`config.mk`:
```
export PLATFORM = sky130hd
export DESIGN_NAME = pluto_event_reporter
export DESIGN_NICKNAME = d
export VERILOG_FILES = /design/src/rtl/pluto_event_reporter.sv
export SDC_FILE = /design/constraint.sdc
export NUM_CORES = 1
export LEC_CHECK = 0
export BUFFER_PORTS_ARGS = -buffer_cell sky130_fd_sc_hd__buf_2
export CORE_ASPECT_RATIO = 0.5
export CORE_MARGIN = 2
export CORE_UTILIZATION = 53
export CTS_CLUSTER_DIAMETER = 50
export DETAILED_ROUTE_END_ITERATION = 16
export GPL_ROUTABILITY_DRIVEN = 0
export MAX_ROUTING_LAYER = met4
export PLACE_DENSITY = 0.81
export SLEW_MARGIN = 20
export SYNTH_ARGS = -nofsm -noshare
export SYNTH_HDL_FRONTEND = slang
export SYNTH_SLANG_ARGS = --single-unit
```
`constraint.sdc`:
```
create_clock -name pclk -period 4.51 [get_ports pclk]
set_input_delay 0.902 -clock pclk [delete_from_list [all_inputs] [get_ports pclk]]
set_output_delay 0.902 -clock pclk [all_outputs]
set_load 0.02 [all_outputs]
```
`src/rtl/pluto_event_reporter.sv`:
```
`default_nettype none
// ============================================================================
// Module      : pluto_event_reporter
// Description : Queues non-zero pluto/flag events in a small FIFO and sends
//               each one as an 11-bit serial frame with a ready/valid handshake.
// Revision    : 1.0 - initial release
// ============================================================================
module pluto_event_reporter #(
    parameter int DEPTH = 4
) (
    input  logic                   pclk,
    input  logic                   prst,
    input  logic                   pevt_vld,
    input  logic [5:0]             ppluto,
    input  logic                   pverr_f,
    input  logic                   pkbg_f,
    input  logic                   porwd_f,
    input  logic                   psdo_rdy,
    output logic                   psdo,
    output logic                   psdo_vld,
    output logic [$clog2(DEPTH):0] pfifo_cnt,
    output logic                   povf,
    output logic                   pbusy
);

    localparam int AW = $clog2(DEPTH);
    localparam int CW = AW + 1;
    localparam logic [CW-1:0] FULL_CNT = CW'(DEPTH);
    localparam logic [3:0]    LAST_BIT = 4'd10;

    typedef enum logic [0:0] {
        ST_IDLE  = 1'b0,
        ST_SHIFT = 1'b1
    } state_t;

    state_t        state_q, state_d;
    logic [9:0]    mem_q [DEPTH];
    logic [AW-1:0] wr_ptr_q, wr_ptr_d;
    logic [AW-1:0] rd_ptr_q, rd_ptr_d;
    logic [CW-1:0] cnt_q, cnt_d;
    logic [10:0]   sh_q, sh_d;
    logic [3:0]    bit_q, bit_d;
    logic          load_q, load_d;
    logic          ovf_q, ovf_d;
    logic          busy_q, busy_d;

    logic [8:0]    w_payload;
    logic [9:0]    w_head;
    logic          w_push;
    logic          w_pop;
    logic          w_wr;
    logic          w_full;

    assign w_payload = {porwd_f, pkbg_f, pverr_f, ppluto};
    assign w_push    = pevt_vld && (w_payload != 9'd0);
    assign w_full    = (cnt_q == FULL_CNT);
    assign w_head    = mem_q[rd_ptr_q];

    // A popped entry sits pre-loaded for one IDLE cycle (load_q) before
    // shifting starts; popping at the last bit keeps a full FIFO able to
    // accept a push at that same edge.
    always_comb begin
        state_d = state_q;
        sh_d    = sh_q;
        bit_d   = bit_q;
        load_d  = load_q;
        w_pop   = 1'b0;
        case (state_q)
            ST_IDLE: begin
                if (load_q) begin
                    state_d = ST_SHIFT;
                    bit_d   = 4'd0;
                    load_d  = 1'b0;
                end else if (cnt_q != '0) begin
                    w_pop  = 1'b1;
                    sh_d   = {w_head, 1'b0};
                    bit_d  = 4'd0;
                    load_d = 1'b1;
                end
            end
            ST_SHIFT: begin
                if (psdo_rdy) begin
                    sh_d  = {1'b1, sh_q[10:1]};
                    bit_d = bit_q + 4'd1;
                    if (bit_q == LAST_BIT) begin
                        state_d = ST_IDLE;
                        if (cnt_q != '0) begin
                            w_pop  = 1'b1;
                            sh_d   = {w_head, 1'b0};
                            bit_d  = 4'd0;
                            load_d = 1'b1;
                        end
                    end
                end
            end
            default: begin
                state_d = ST_IDLE;
                load_d  = 1'b0;
            end
        endcase
    end

    always_comb begin
        w_wr     = w_push && (!w_full || w_pop);
        ovf_d    = ovf_q || (w_push && w_full && !w_pop);
        wr_ptr_d = w_wr  ? wr_ptr_q + AW'(1) : wr_ptr_q;
        rd_ptr_d = w_pop ? rd_ptr_q + AW'(1) : rd_ptr_q;
        cnt_d    = cnt_q;
        if (w_wr && !w_pop) begin
            cnt_d = cnt_q + CW'(1);
        end else if (!w_wr && w_pop) begin
            cnt_d = cnt_q - CW'(1);
        end
        busy_d = (state_d == ST_SHIFT) || load_d || (cnt_d != '0);
    end

    always_ff @(posedge pclk) begin
        if (w_wr) begin
            mem_q[wr_ptr_q] <= {^w_payload, w_payload};
        end
    end

    always_ff @(posedge pclk) begin
        if (prst) begin
            state_q  <= ST_IDLE;
            wr_ptr_q <= '0;
            rd_ptr_q <= '0;
            cnt_q    <= '0;
            sh_q     <= '1;
            bit_q    <= 4'd0;
            load_q   <= 1'b0;
            ovf_q    <= 1'b0;
            busy_q   <= 1'b0;
        end else begin
            state_q  <= state_d;
            wr_ptr_q <= wr_ptr_d;
            rd_ptr_q <= rd_ptr_d;
            cnt_q    <= cnt_d;
            sh_q     <= sh_d;
            bit_q    <= bit_d;
            load_q   <= load_d;
            ovf_q    <= ovf_d;
            busy_q   <= busy_d;
        end
    end

    assign psdo_vld  = (state_q == ST_SHIFT);
    assign psdo      = psdo_vld ? sh_q[0] : 1'b1;
    assign pfifo_cnt = cnt_q;
    assign povf      = ovf_q;
    assign pbusy     = busy_q;

endmodule
`default_nettype wire

```
# --- After elaboration in Yosys (flattened, before gate mapping) ---
# Memory sizes are Yosys's and may differ from the RTL's. A register that Yosys moved wholly into a read port is not among the register bits.
# Index checks and enable logic that the tools add are counted.
classes:
  n_addsub: 5
  n_eq_ne: 6
  n_mux: 32
  bitwise_logic: 1
  n_reduce_logical: 19
ops:
  columns: ["cell", "n"]
  rows:
  - ["$mux 11", 5]
  - ["$pmux 11 s2", 1]
  - ["$mux 4", 5]
  - ["$mux 1", 13]
  - ["$reduce_bool 9->1", 1]
  - ["$reduce_xor 9->1", 1]
  - ["$pmux 4 s2", 1]
  - ["$logic_and 1x1->1", 6]
  - ["$mux 3", 2]
  - ["$ne 2x2->1 const B", 3]
  - ["$pmux 1 s2", 3]
  - ["$reduce_bool 3->1", 2]
  - ["$add 2x1->2 const B", 2]
  - ["$add 4x1->4 const B", 1]
  - ["$eq 4x4->1 const B", 1]
  - ["$logic_or 1x1->1", 4]
  - ["$mux 2", 2]
  - ["$add 3x1->3 const B", 1]
  - ["$eq 3x3->1 const B", 1]
  - ["$logic_not 1->1", 3]
  - ["$ne 3x3->1 const B", 1]
  - ["$reduce_and 3->1", 1]
  - ["$sub 3x1->3 const B", 1]
  - ["$reduce_and 2->1", 1]
  - ["$not 1->1", 1]
totals:
  register_bits: 26
  ram_bits: 40
  elab_cells: 73
  n_memories: 1
mem_list:
  columns: ["memory", "words", "width", "rd", "rd_clocked_by_memory_dff", "write_ports", "line_no", "rtl"]
  rows:
  - ["mem_q", 4, 10, 1, 1, 1, "37", "logic [9:0] mem_q [DEPTH];"]

# --- Logic depth before layout (Yosys ltp) ---
# Gate-level depths: netlist of the first run.
logic_depth:
  depth_word: 13
  mapped_depth: 9

# --- Worst setup path after synthesis of the first run ---
# No wires, ideal clock.
synth_path:
  path_kind: "input -> register"
  startpoint: "input ppluto[4]"
  endpoint: "memory mem_q[0][0] (enable)"
  arrival_ns: 2.053
  required_ns: 4.167
  slack_ns: 2.114
  path_stages: 7
  path_buffers: 1
  path_cell_list: "inv_1 ha_1 nand4b_1 o21ai_2 buf_6 a31oi_2 and2_1"
synth_via:
  elab_chain_len: 5
synth_lines:
  columns: ["element", "line_no", "rtl"]
  rows:
  - ["start: declaration", "14", "input logic [5:0] ppluto,"]
  - ["$reduce_bool 9->1", "55", "assign w_push = pevt_vld && (w_payload != 9'd0);"]
  - ["$logic_and 1x1->1", "55", null]
  - ["$logic_and 1x1->1", "104", "w_wr = w_push && (!w_full || w_pop);"]
  - ["$mux 1", "118", "if (w_wr) begin"]
  - ["$mux 1 (not written as such)", "119", "mem_q[wr_ptr_q] <= {^w_payload, w_payload};"]
  - ["end: declaration", "37", null]
# Every way passes these cells.

# --- Worst setup path in the final report of the first run ---
layout_path:
  startpoint: "input ppluto[4]"
  endpoint: "memory mem_q[3][8] (enable)"
# The elaborated chain is that of the path after synthesis.

==> results.json, run 1 <==
{
  "muxShareOfSynthArea_pct": 8.370,
  "netlist_area_sq_um": 3124,
  "netlist_instances": 262,
  "finalHoldViolations": 0,
  "drive_gt1_share_pct": 20.07,
  "end_kind": "flop",
  "min_period_over_period_pct": 56.37,
  "r2r-end": "sh_q[1]$_SDFFE_PP1P_",
  "clock-root-buffer": "clkbuf_16",
  "htree_levels": 3,
  "fin_ws_ns": 1.967,
  "final_common_cell": "edfxtp_1",
  "min_to": "sh_q[0]$_SDFFE_PP1P_",
  "met1_length_mm": 2.591,
  "yosysWarnings": 0,
  "synth_compound_area_share_pct": 9.612,
  "pwr_density_cell_nw_per_um2": 681.6,
  "post-route-min-period_ns": 2.543,
  "overflow": 0,
  "maxSlewHeadroom_pct": 54.30,
  "intPower_w": 0.001602,
  "drt-pass1-iter-count": 4,
  "tightest_slew_ns": 0.6855,
  "track_usage_pct": 19.61,
  "hpwl_mm": 3.702,
  "drtAntennaViolNets": 0,
  "vdd_ir_drop_max_mv": 0.3883,
  "die_h_um": 58.29,
  "clk_pin_slew_ns": 0.05,
  "wl_mm": 5.538,
  "clock-sinks": 68,
  "num-nets-final": 306,
  "seqCellArea_sq_um": 1762,
  "p_comb_share_pct": 32.8,
  "antenna_cells": 0,
  "rsz0062_at_grt": "no",
  "clockBufferDepth": 2,
  "yosys.area_share.simple_pct": 13.78,
  "syn_nets": 288,
  "final_cell_mix": "40 x edfxtp_1, 34 x nor2_1, 28 x dfxtp_1",
  "finalSetupViolCount": 0,
  "pwr-share-seq_pct": 37.4,
  "clock_latency_ns": 0.33,
  "wl_per_cell_um": 15.51,
  "power.leakage_nw": 1.319,
  "worstSetupPathType": "input pin to flop",
  "hp-class": "flop to flop",
  "die_w_um": 112.6,
  "synth_adder_area_share_pct": 5.206,
  "r2r_slack_ns": 2.08,
  "rr_worst_depth": 6,
  "rows": 19,
  "synth-seq-cells": 68,
  "sw_frac_of_total_pct": 33.43,
  "grt_pass1_vias": 1922,
  "synth_area_per_cell_sq_um": 11.92,
  "maxCapViolations": 0,
  "cts-buffers-inserted": 9,
  "fillerInstances": 413,
  "antenna_found_initial": 0,
  "post_synth_num_cell_types": 46,
  "cts_setup_buffers": 0,
  "status": "completed",
  "hold_depth": 2,
  "synth_top_family_by_area": "simple AND/OR/NAND/NOR gates",
  "synth_edf_count": 40,
  "fmax_ghz": 0.3933,
  "dieArea_sq_um": 6562,
  "hold_start": "sh_q[1]$_SDFFE_PP1P_",
  "coreArea_sq_um": 5587,
  "multi_input_area_sq_um": 1216,
  "synth_ff_type": "edfxtp_1",
  "top_layer": "met4",
  "arrival_ns": 2.51,
  "ys_seq_area_share_pct": 56.39,
  "maxSlewViolCount": 0,
  "worstPathRequired_ns": 4.47,
  "vias": 1988,
  "route.met3.wl_um": 334,
  "clock_skew_ns": 0.006397,
  "async_flop_share_pct": 0,
  "cts_tree": "built",
  "place_ws_ns": 1.608,
  "power_switching_w": 0.0008045,
  "ctsResizeCount": 0,
  "grt_pass1_wl_mm": 9.384,
  "r2r-start": "pfifo_cnt[0]$_SDFF_PP0_",
  "holdBufCountCts": 0,
  "io_pins": 20,
  "cp-start-kind": "input pin",
  "portBuffers": 19,
  "route.met2.wl_mm": 2.507,
  "cp_max_fo": 12,
  "grt_max_degree": 29,
  "avgViaCountPerCell": 5.569,
  "drt_iter0_markers": 106,
  "area_delta_synth_final_pct": 13.02,
  "fin_tns_setup_ns": 0,
  "initial_utilization_pct": 55.92,
  "synthXorXnorAreaFrac_pct": 1.962,
  "clock_power_share_pct": 29.9,
  "drc": 0
}
[metrics by stage]
stage	cell area (sq um)	power, W	utilization, %	hold WS, ns	instances
detailed placement	3224	0.001685	57.72	0.4438	342
floorplan	3124	0.001548	-	0.4235	262
CTS	3531	0.002410	63.20	0.4475	357
finish	3531	0.002407	63.20	0.4446	357
global placement	3224	0.001652	57.72	0.4377	342
global route	3531	0.002556	63.20	0.4896	357
[cell type report]
class	instances	area share [%]
clock buffers	10	6.485
flip-flops and latches	68	49.89
clock inverters	5	2.197
inverters	16	1.701
repair buffers	19	2.693
multi-input cells	166	34.44
well taps	73	2.587
[layer usage]
metal	vias up	GRT usage, %
met2	61	28.31
met4	0	5.575
li1	967	-
met1	949	26.24
met3	11	7.518
met5	-	-
[flip-flops by register name, summed over array words and instances, names as in the netlist, named ones only]
signal     cells
pfifo_cnt      3
psdo_vld       1
bit_q          4
load_q         1
wr_ptr_q       2
povf           1
rd_ptr_q       2
sh_q          11
mem_q         40
pbusy          1
[cells by family (layout without fill, tap and decap cells)]
kind of cell	after synthesis	after routing
flops	68	68
xor+xnor	7	7
buf+inv	28	50
compound gates	43	43
fa+ha+maj	13	13
mux	13	13
simple gates	90	90
[worst max path at each step]
stage / start / end / slack (ns) / cells after the start
finish: ppluto[4] / mem_q[3][8]$_DFFE_PP_ / 1.97 / 7
global route: ppluto[0] / mem_q[1][8]$_DFFE_PP_ / 1.82 / 7
global placement: ppluto[4] / mem_q[1][5]$_DFFE_PP_ / 1.71 / 7
CTS: ppluto[4] / mem_q[3][6]$_DFFE_PP_ / 1.95 / 7
floorplan: ppluto[4] / mem_q[0][0]$_DFFE_PP_ / 2.11 / 7
detailed placement: ppluto[4] / mem_q[3][5]$_DFFE_PP_ / 1.61 / 7
[worst max-delay path, cell delays in order]
cell and delay (ns):
buf_2 0.12, inv_1 0.05, ha_1 0.19, nand4b_1 0.17, o21ai_2 0.19, a31oi_2 0.35, and2_1 0.52
[synth_stat cells, drive strengths merged, types with 9 or more instances]
library cell	n	area [sq um]
nor2	34	127.6
dfxtp	28	560.5
a31oi	10	68.81
buf	9	55.04
inv	16	60.06
mux4	10	225.2
nand2	21	78.83
a21oi	16	87.59
ha	13	162.7
edfxtp	40	1201
or2	10	62.56
[power groups by stage]
stage / logic (W) / registers [W] / clock network, W
3_5_place_dp: 0.000775 / 0.000910 / 0
2_1_floorplan: 0.000674 / 0.000874 / 0
4_1_cts: 0.000785 / 0.000900 / 0.000725
5_1_grt: 0.000880 / 0.000920 / 0.000756
3_3_place_gp: 0.000749 / 0.000904 / 0
6_report: 0.000789 / 0.000899 / 0.000719
No activity file was read; power rests on OpenSTA's default activity.
==> inputs of run 2 (changes only) <==
--- a/config.mk
+++ b/config.mk
@@ -5,6 +5,7 @@
 export SDC_FILE = /design/constraint.sdc
 export NUM_CORES = 1
 export LEC_CHECK = 0
+export ABC_AREA = 1
 export BUFFER_PORTS_ARGS = -buffer_cell sky130_fd_sc_hd__buf_2
 export CORE_ASPECT_RATIO = 0.5
 export CORE_MARGIN = 2
@@ -13,7 +14,7 @@
 export DETAILED_ROUTE_END_ITERATION = 16
 export GPL_ROUTABILITY_DRIVEN = 0
 export MAX_ROUTING_LAYER = met4
-export PLACE_DENSITY = 0.81
+export PLACE_DENSITY = 0.84
 export SLEW_MARGIN = 20
 export SYNTH_ARGS = -nofsm -noshare
 export SYNTH_HDL_FRONTEND = slang
==> constraint.sdc (replaced) <==
create_clock -name pclk -period 2.18 [get_ports pclk]
set_input_delay 0.436 -clock pclk [delete_from_list [all_inputs] [get_ports pclk]]
set_output_delay 0.436 -clock pclk [all_outputs]
set_load 0.02 [all_outputs]
==> run 2 against run 1 <==
  * Area after synthesis is 0.44% lower
  * Final area is 1.5% higher
  * Critical path depth is 1 higher
  * Die area is 0.42% lower
  * Non-clock buffer count is 7 higher
  * Clock power is 92% higher
  * Combinational power is 140% higher
  * Worst hold slack worse by 0.11 ns
  * Final cell count is 7.8% higher
  * Largest cell class unchanged
  * Largest power group is now combinational cells
==> results.json, run 2 <==
{
  "maxSlewHeadroom_pct": 55.32,
  "clockBufferDepth": 2,
  "holdBufCountCts": 0,
  "drtAntennaViolNets": 0,
  "grt_max_degree": 21,
  "regMostFlops": "mem_q",
  "drt_iter0_markers": 124,
  "cp_slowest_cell": "dfxtp_1",
  "io_pins": 20,
  "worstPathCellList": "inv_1, ha_1, nand2_4, nand2_2, nand2_4, o221ai_1, o211ai_2, nand3_1",
  "overflow": 0,
  "yosysMostFrequentCell": "edfxtp_1",
  "drt-pass1-iter-count": 5,
  "synth_area_per_cell_sq_um": 11.15,
  "hold_depth": 1,
  "intPower_w": 0.003150,
  "cp_max_fo": 19,
  "htree_levels": 3,
  "clock-sinks": 68,
  "initial_utilization_pct": 55.92,
  "synth_edf_count": 40,
  "dpl.cell_count": 369,
  "fin_ws_ns": 0.2735,
  "ys_seq_area_share_pct": 56.64,
  "vias": 2118,
  "synth_commonest_cells": "40 x edfxtp_1, 30 x inv_1, 29 x nand2_1",
  "wl_mm": 6.007,
  "multi_input_area_sq_um": 1160,
  "power_w": 0.005026,
  "antenna_cells": 0,
  "cts_setup_buffers": 0,
  "p_comb_share_pct": 38.0,
  "cpMostUsedCell": "nand2_4",
  "grt_pass1_vias": 2061,
  "pwr-share-seq_pct": 34.6,
  "hpwl_mm": 3.909,
  "power.leakage_nw": 1.459,
  "syn_nets": 305,
  "finalHoldViolations": 0,
  "power_switching_w": 0.001876,
  "critical_path.max_stage_delay_ns": 0.37,
  "cts_tree": "built",
  "tightest_slew_ns": 0.6693,
  "vdd_ir_drop_max_mv": 0.8736,
  "fin_cells": 385,
  "yosysWarnings": 0,
  "maxCapViolations": 0,
  "dieArea_sq_um": 6535,
  "clock_skew_ns": 0.005565,
  "place_ws_ns": 0.2740,
  "fmax_ghz": 0.5245,
  "wl_per_cell_um": 15.60,
  "area_delta_synth_final_pct": 15.17,
  "clk_pin_slew_ns": 0.06,
  "grt_pass1_wl_mm": 9.597,
  "synth_top_area_share_pct": 38.62,
  "arrival_ns": 2.08,
  "pwr_density_cell_nw_per_um2": 1403,
  "hp-class": "input pin to flop",
  "post-route-min-period_ns": 1.907,
  "ctsResizeCount": 0,
  "cts-buffers-inserted": 9,
  "drive_gt1_share_pct": 23.72,
  "cp-start-kind": "flop",
  "worstPathRequired_ns": 2.35,
  "antenna_found_initial": 0,
  "seqCellArea_sq_um": 1762,
  "post_synth_num_cell_types": 36,
  "status": "completed",
  "portBuffers": 19,
  "clock_power_share_pct": 27.4,
  "fin_tns_setup_ns": 0,
  "end_kind": "flop",
  "async_flop_share_pct": 0,
  "synth-seq-cells": 68,
  "rr_worst_depth": 8,
  "min_period_over_period_pct": 87.46,
  "rsz0062_at_grt": "no",
  "die_w_um": 112.3,
  "num-nets-final": 333,
  "drc": 0,
  "finalSetupViolCount": 0,
  "clock_latency_ns": 0.33,
  "r2r_slack_ns": 0.27,
  "sw_frac_of_total_pct": 37.33,
  "coreArea_sq_um": 5563,
  "netlist_area_sq_um": 3110,
  "fillerInstances": 412,
  "maxSlewViolCount": 0,
  "synthTopCellsByArea": "edfxtp_1 39%, dfxtp_1 18%, ha_1 5.2%, inv_1 3.6%, nand2_1 3.5%",
  "clock-root-buffer": "clkbuf_16",
  "synth_ff_type": "edfxtp_1",
  "rows": 19,
  "worstSetupPathType": "flop to flop",
  "largest_register_ffs": 40,
  "netlist_instances": 279,
  "die_h_um": 58.17,
  "final_cell_mix": "40 x edfxtp_1, 30 x inv_1, 29 x nand2_1",
  "yosysTopAreaCell": "edfxtp_1",
  "largest_registers": "mem_q: 40 flops, sh_q: 11 flops, bit_q: 4 flops",
  "track_usage_pct": 20.78,
  "avgViaCountPerCell": 5.501,
  "final_common_cell": "edfxtp_1"
}
[run 2: cell types whose count changed in the layout (fill, tap and decap cells not counted), moves of 9 or more]
cell     change
a31oi_1      -9
nor2_1      -14
o21ai_0     +11
inv_1       +14
mux4_2      -10
nand3_1     +12
[run 2: layout make-up]
| cell class | instances | area share, % |
|---|---|---|
| Clock inverter | 5 | 1.467 |
| Inverter | 36 | 3.807 |
| Tap cell | 73 | 2.550 |
| Clock buffer | 11 | 6.497 |
| Multi-Input combinational cell | 166 | 32.38 |
| Timing Repair Buffer | 26 | 4.122 |
| Sequential cell | 68 | 49.18 |
[run 2: critical path, delay by kind of cell (launching register included)]
family | cells | cell delay [ns]
flip-flops | 1 | 0.37
buffers and inverters | 1 | 0.10
AND/OR/NAND/NOR | 4 | 0.60
adder cells (fa/ha/maj) | 1 | 0.25
AO/OA/AOI/OAI | 2 | 0.42
[run 2: kinds of logic (layout without fill, tap and decap cells)]
| logic type | count (synthesis) | count (layout) | share of synthesized area [%] |
|---|---|---|---|
| AOI/OAI and AO/OA | 54 | 54 | 13.15 |
| xor gates and xnor gates | 7 | 7 | 1.971 |
| adders and majority gates | 13 | 13 | 5.229 |
| buffers and inverters | 45 | 78 | 6.074 |
| DFF | 68 | 68 | 56.64 |
| muxes | 9 | 9 | 2.896 |
| and+or+nand+nor | 83 | 83 | 14.04 |
[run 2: per-layer routing]
metal  wire (um)  share of wire [%]  track usage, %  vias to the layer above
met5           0                  0               -                        -
met4         235                3.9           10.63                        0
met3         406                6.8           9.414                       23
met2        2798                 47           32.44                       82
met1        2566                 43           22.92                      986
li1            -                  -               -                     1027
[run 2: power groups by stage]
stage | Combinational (W) | Clock, W | Sequential, W
final | 0.00191 | 0.00138 | 0.00174
after global routing | 0.00212 | 0.00145 | 0.00177
after CTS | 0.00192 | 0.00140 | 0.00174
after detailed placement | 0.00186 | 0 | 0.00176
after global placement | 0.00177 | 0 | 0.00175
after floorplan | 0.00149 | 0 | 0.00176
[run 2: final timing paths]
path                                              end               startpoint
worst max-delay path             sh_q[1]$_SDFFE_PP1P_  pfifo_cnt[0]$_SDFF_PP0_
worst min-delay path            mem_q[0][0]$_DFFE_PP_                ppluto[0]
worst max register to register   sh_q[1]$_SDFFE_PP1P_  pfifo_cnt[0]$_SDFF_PP0_
worst min register to register   sh_q[0]$_SDFFE_PP1P_     sh_q[0]$_SDFFE_PP1P_
[run 2: stage by stage]
step / cell area, sq um / hold WS [ns] / util (%)
after floorplan: 3110 / 0.4346 / -
after global placement: 3297 / 0.4518 / 59.27
after detailed placement: 3297 / 0.4590 / 59.27
after CTS: 3582 / 0.3198 / 64.40
after global routing: 3582 / 0.3199 / 64.40
final: 3582 / 0.3328 / 64.40
